==> src/rtl/sprite_pkg.sv <==
// Shared constants, register map and FSM state type for the sprite DMA.
// No logic here; imported by cfg_regs and sprite_dma.
package sprite_pkg;
    localparam int SPR_NBYTES = 10;

    localparam logic [1:0] REG_BASE_LO = 2'd0;
    localparam logic [1:0] REG_BASE_HI = 2'd1;
    localparam logic [1:0] REG_CTRL    = 2'd2;
    localparam logic [1:0] REG_STATUS  = 2'd3;

    localparam int CTRL_ENABLE_BIT  = 0;
    localparam int CTRL_START_BIT   = 1;
    localparam int STAT_BUSY_BIT    = 0;
    localparam int STAT_OVERRUN_BIT = 1;

    typedef enum logic [2:0] {
        IDLE,
        REQ,
        READ,
        CAP,
        WRITE,
        FIN
    } dma_state_t;
endpackage

==> src/rtl/sprite_dma_cfg_regs.sv <==
// CPU register file: BASE, CTRL.ENABLE, STATUS.OVERRUN, registered read data.
// Writes take effect at the next edge, reads return on the next edge; START is a same-cycle pulse.
// No backpressure: the CPU port is always ready.
module cfg_regs
    import sprite_pkg::*;
(
    input  logic        clk,
    input  logic        reset,
    input  logic        cfg_cs,
    input  logic        cfg_rw,
    input  logic [1:0]  cfg_addr,
    input  logic [7:0]  cfg_di,
    output logic [7:0]  cfg_do,
    input  logic        busy,
    input  logic        overrun_set,
    output logic [15:0] base,
    output logic        enable,
    output logic        start
);
    logic       wr_en;
    logic       rd_en;
    logic       overrun;
    logic       overrun_clr;
    logic [7:0] rd_dat;

    assign wr_en       = cfg_cs & cfg_rw;
    assign rd_en       = cfg_cs & ~cfg_rw;
    assign start       = wr_en && (cfg_addr == REG_CTRL) && cfg_di[CTRL_START_BIT];
    assign overrun_clr = wr_en && (cfg_addr == REG_STATUS) && cfg_di[STAT_OVERRUN_BIT];

    always_comb begin
        rd_dat = 8'h00;
        case (cfg_addr)
            REG_BASE_LO: rd_dat = base[7:0];
            REG_BASE_HI: rd_dat = base[15:8];
            REG_CTRL:    rd_dat[CTRL_ENABLE_BIT] = enable;
            default: begin
                rd_dat[STAT_BUSY_BIT]    = busy;
                rd_dat[STAT_OVERRUN_BIT] = overrun;
            end
        endcase
    end

    always_ff @(posedge clk or posedge reset) begin
        if (reset) begin
            base    <= 16'h0000;
            enable  <= 1'b0;
            overrun <= 1'b0;
            cfg_do  <= 8'h00;
        end else begin
            if (wr_en && cfg_addr == REG_BASE_LO) base[7:0]  <= cfg_di;
            if (wr_en && cfg_addr == REG_BASE_HI) base[15:8] <= cfg_di;
            if (wr_en && cfg_addr == REG_CTRL)    enable     <= cfg_di[CTRL_ENABLE_BIT];
            // a set in the same cycle as a clear must not be lost
            if (overrun_set)      overrun <= 1'b1;
            else if (overrun_clr) overrun <= 1'b0;
            if (rd_en) cfg_do <= rd_dat;
        end
    end
endmodule

==> src/rtl/sprite_dma.sv <==
// Copies an NBYTES sprite record from main memory into the sprite register file once per trigger.
// 3 cycles per byte with grant held; done 1+3*NBYTES+1 cycles after the trigger edge.
// Grant loss stalls between bytes and resumes at the same index; triggers while busy set OVERRUN.
module sprite_dma
    import sprite_pkg::*;
#(
    parameter int NBYTES = SPR_NBYTES,
    parameter int AW     = 16
) (
    input  logic          clk,
    input  logic          reset,
    input  logic          vsync,
    input  logic          cfg_cs,
    input  logic          cfg_rw,
    input  logic [1:0]    cfg_addr,
    input  logic [7:0]    cfg_di,
    output logic [7:0]    cfg_do,
    output logic          bus_req,
    input  logic          bus_gnt,
    output logic          mem_rd,
    output logic [AW-1:0] mem_addr,
    input  logic [7:0]    mem_di,
    output logic          spr_cs,
    output logic          spr_rw,
    output logic [3:0]    spr_addr,
    output logic [7:0]    spr_do,
    output logic          busy,
    output logic          done
);
    localparam logic [3:0] LAST_IDX = 4'(NBYTES - 1);

    dma_state_t    state, state_nxt;
    logic          vsync_q;
    logic          trigger;
    logic          start;
    logic          enable;
    logic [15:0]   base;
    logic [AW-1:0] base_q;
    logic [3:0]    idx;
    logic [7:0]    data_q;

    cfg_regs u_cfg_regs (
        .clk         (clk),
        .reset       (reset),
        .cfg_cs      (cfg_cs),
        .cfg_rw      (cfg_rw),
        .cfg_addr    (cfg_addr),
        .cfg_di      (cfg_di),
        .cfg_do      (cfg_do),
        .busy        (busy),
        .overrun_set (trigger & busy),
        .base        (base),
        .enable      (enable),
        .start       (start)
    );

    // START and a vsync edge in the same cycle merge into one trigger
    assign trigger = (vsync & ~vsync_q & enable) | start;
    assign busy    = (state != IDLE);

    always_ff @(posedge clk or posedge reset) begin
        if (reset) state <= IDLE;
        else       state <= state_nxt;
    end

    always_comb begin
        state_nxt = state;
        case (state)
            IDLE:  if (trigger) state_nxt = REQ;
            REQ:   if (bus_gnt) state_nxt = READ;
            READ:  state_nxt = CAP;
            CAP:   state_nxt = WRITE;
            WRITE: begin
                if (idx == LAST_IDX) state_nxt = FIN;
                else if (bus_gnt)    state_nxt = READ;
                else                 state_nxt = REQ;
            end
            default: state_nxt = IDLE;
        endcase
    end

    always_comb begin
        bus_req  = 1'b0;
        mem_rd   = 1'b0;
        mem_addr = '0;
        spr_cs   = 1'b0;
        spr_rw   = 1'b0;
        spr_addr = 4'h0;
        spr_do   = 8'h00;
        done     = 1'b0;
        case (state)
            REQ:  bus_req = 1'b1;
            READ: begin
                bus_req  = 1'b1;
                mem_rd   = 1'b1;
                mem_addr = base_q + AW'(idx);
            end
            CAP:  bus_req = 1'b1;
            WRITE: begin
                bus_req  = 1'b1;
                spr_cs   = 1'b1;
                spr_rw   = 1'b1;
                spr_addr = idx;
                spr_do   = data_q;
            end
            FIN:  done = 1'b1;
            default: ;
        endcase
    end

    always_ff @(posedge clk or posedge reset) begin
        if (reset) begin
            vsync_q <= 1'b0;
            base_q  <= '0;
            idx     <= 4'h0;
            data_q  <= 8'h00;
        end else begin
            vsync_q <= vsync;
            if (state == IDLE && trigger) begin
                idx    <= 4'h0;
                base_q <= AW'(base);
            end
            if (state == CAP) data_q <= mem_di;
            if (state == WRITE && idx != LAST_IDX) idx <= idx + 4'h1;
        end
    end
endmodule

==> config.mk <==
export PLATFORM = sky130hd
export DESIGN_NAME = sprite_dma
export DESIGN_NICKNAME = d
export VERILOG_FILES = /design/src/rtl/sprite_pkg.sv /design/src/rtl/sprite_dma_cfg_regs.sv /design/src/rtl/sprite_dma.sv
export SDC_FILE = /design/constraint.sdc
export NUM_CORES = 1
export LEC_CHECK = 0
export ABC_AREA = 1
export CAP_MARGIN = 0
export CORE_UTILIZATION = 40
export DETAILED_ROUTE_END_ITERATION = 10
export PLACE_DENSITY = 0.65
export SYNTH_ARGS = -nofsm -noshare
export SYNTH_HDL_FRONTEND = slang
export SYNTH_SLANG_ARGS = --single-unit
==> constraint.sdc <==
create_clock -name clk -period 3.15 [get_ports clk]
set_input_delay 0.7875 -clock clk [delete_from_list [all_inputs] [get_ports clk]]
set_output_delay 0.7875 -clock clk [all_outputs]
set_load 0.01 [all_outputs]
==> qor.txt <==
Outcome - finished clean
Clk sinks - 58
Cell variety after synth - 35
First-pass GRT wire length - 12.6 mm
Area contributors post-synth - dfrtp_1 44%, nand2_1 13%, inv_1 7.2%
Seq/Total Area, Yosys - 0.442
Final-report hold violation count - 0
Chip width - 92.6 µm
First drt pass iteration count - 4
TritonCTS clock tree - done
Synthesis-to-layout area growth - 29.4%
Post-synth EDFFs - 0
Boundary pin count - 66
Crit-path max FO - 5
Iter 0 DRT Violations - 122
Endpoint, Worst Hold - u_cfg_regs.cfg_do[4]
Commonest cells in the netlist - 110 x nand2_1, 63 x inv_1, 58 x dfrtp_1
Post-route ant nets - 0
CTS Root Cell - clkbuf_8
Busiest grt layer - met2
Power Density - 745 nW/µm²
Die area - 8580 µm²
R2r setup slk - 1.78 ns
FP Rows - 32
Clock Path Buffers - 2
Total number of vias - 2941
Critical Path RT - 2.36 ns
Setup_tns - 0 ns
DRC viols - 0
Main flop type after synthesis - dfrtp_1
Area of the core - 7850 µm²
Post-Layout Cell Count - 606
Pleak - 0.00217 µW
Synth Warn # - 0
Post-synthesis cell count - 429
Yosys top cell area share - 0.442
TritonCTS Buffers - 9
Least-Margin Pin Slew - 0.556 ns
Post-route cell area - 4250 µm²
Largest net degree at the start of global routing - 35
Post-CTS setup repair buffer count - 0
Vias in the first global route - 2729
Slew margin rel. - 0.628
N_diodes - 0
Share of layout cells above drive strength 1 - 0.115
Via/cell ratio - 4.85
Skew final - 0.00823 ns
I/O Buffers - 65
Final setup fails - 0
WP data arrival - 2.22 ns
Clock latency on the worst-skew pair - 0.34 ns
M3 GR Usage - 0.0279
Reg2Reg Depth - 7
Worst Hold Class - reg -> reg
Startpoint types - register
M2 GR Usage - 0.291
Tmin final - 3.00 ns
Peak supply drop - 0.280 mV
F_max - 333 MHz
Hold path depth - 2
Async SR Flop Fraction - 1.00
MaxCap Viol Count - 0
Routability cong. - 0.813
Initial Util - 0.419
Worst min-delay path startpoint - u_cfg_regs.cfg_do[4]
Placed cell area - 4000 µm²
Count leader, synth - nand2_1
CP Capture Type - primary output
Fin Hold WS - 0.482 ns
Initial antenna violation count - 0
Syn Area/Cell - 7.66 µm²
Synthesized flop and latch total - 58
Total gr overflow - 0
WL/cell - 12.4 µm
Die H - 92.6 µm
Total wire length - 7.49 mm
Worst r2r src - idx[1]
Fill count - 759
Final Net Count - 530
Clock transition at path regs - 0.08 ns
Cell area after synthesis - 3280 µm²
CTS H-tree depth - 3
Overall routing resource usage - 0.185
Leading area contributor after synthesis - dfrtp_1
Cts hold-fix bufs - 0
Dpl cells - 590
Post-detail-place hpwl - 5.59 mm
Final period util - 0.954
RR Endpoint - idx[0]
GRT met1 Usage - 0.253
Syn_nets - 460
Slew Viols, Final - 0
Setup CP Type - reg -> out
[kinds of logic (layout without fill, tap and decap cells)]
family,after synthesis,in the layout,synth area share
xor+xnor,2,2,0.00533
compound gates,70,70,0.128
flops,58,58,0.442
buf+inv,77,152,0.110
fa+ha+maj,7,7,0.0290
simple gates,215,215,0.286
[worst max-delay path: stages (launching register included)]
cell             delay (ns)
dfrtp_2                0.46
ha_4                   0.31
nand2_1                0.11
nor2_2                 0.15
nand3_1                0.10
nand3_1                0.08
nand2_1                0.05
nor2_1                 0.08
clkdlybuf4s50_1        0.53
[what timing repair did]
item / in CTS / in global routing
gates resized for setup: 10 / 13
hold endpoints to repair: 0 / 0
setup endpoints to repair: 9 / 9
[metal layers]
layer  up-vias  wire (µm)
met4         0        143
met3        13        266
met2        75       3520
met5         -          0
met1      1364       3550
li1       1489          -
[state kept, by name, summed over array words and instances (netlist names)]
| signal | count |
|---|---|
| state | 3 |
| u_cfg_regs.base | 16 |
| base_q | 16 |
| u_cfg_regs.enable | 1 |
| idx | 4 |
| u_cfg_regs.cfg_do | 8 |
| data_q | 8 |
| u_cfg_regs.overrun | 1 |
| vsync_q | 1 |
[final cells by class]
class | instances | area (µm²) | share of cell area
tap | 102 | 128 | 0.0300
clock inverter | 7 | 78.8 | 0.0185
timing repair buffer | 68 | 697 | 0.164
inverter | 68 | 258 | 0.0606
sequential | 58 | 1450 | 0.342
clock buffer | 9 | 124 | 0.0291
multi-input combinational | 294 | 1510 | 0.356
[how the worst max path moves through the flow]
| stage | from | end | slack [ns] | depth (start not counted) |
|---|---|---|---|---|
| floorplan | idx[0] | mem_addr[12] | 0.69 | 10 |
| global placement | base_q[0] | mem_addr[12] | 0.22 | 11 |
| detailed placement | base_q[0] | mem_addr[12] | 0.19 | 11 |
| CTS | idx[2] | mem_addr[13] | 0.009 | 8 |
| global route | idx[0] | mem_addr[12] | -0.001 | 11 |
| finish | idx[3] | mem_addr[11] | 0.15 | 8 |
[metrics by stage]
| stage | setup slack, ns | total power (µW) | util |
|---|---|---|---|
| 6_report | 0.146 | 3170 | 0.542 |
| 4_1_cts | 0.00932 | 3170 | 0.537 |
| 3_3_place_gp | 0.220 | 2410 | 0.509 |
| 2_1_floorplan | 0.693 | 2020 | - |
| 3_5_place_dp | 0.188 | 2440 | 0.509 |
| 5_1_grt | -0.00114 | 3400 | 0.542 |
[power breakdown]
| part | internal (µW) | total [µW] | leakage [µW] | switching [µW] |
|---|---|---|---|---|
| combinational | 540 | 1230 | 0.00135 | 690 |
| clock | 370 | 699 | 0.0000921 | 329 |
| sequential | 999 | 1240 | 0.000727 | 240 |
[placed cells by master, fill, tap and decap left out, types with 2 or more instances in the layout]
master	synthesis	final
a21oi_1	18	18
and2_1	2	2
buf_4	1	2
clkbuf_8	0	9
clkdlybuf4s50_1	0	53
clkinv_4	0	2
clkinvlp_4	0	3
dfrtp_1	58	56
dfrtp_2	0	2
dlygate4sd2_1	0	5
dlymetal6s2s_1	0	7
ha_1	6	3
ha_4	0	2
inv_1	63	61
inv_2	3	5
nand2_1	110	108
nand2_2	2	4
nand2_4	4	4
nand3_1	29	28
nand3b_1	2	2
nand4_1	2	2
nor2_1	55	54
nor2_2	1	2
nor3_1	3	3
o21ai_0	28	28
o21ai_2	14	14
o22ai_1	7	7
Power figures use the tool's default switching activity.
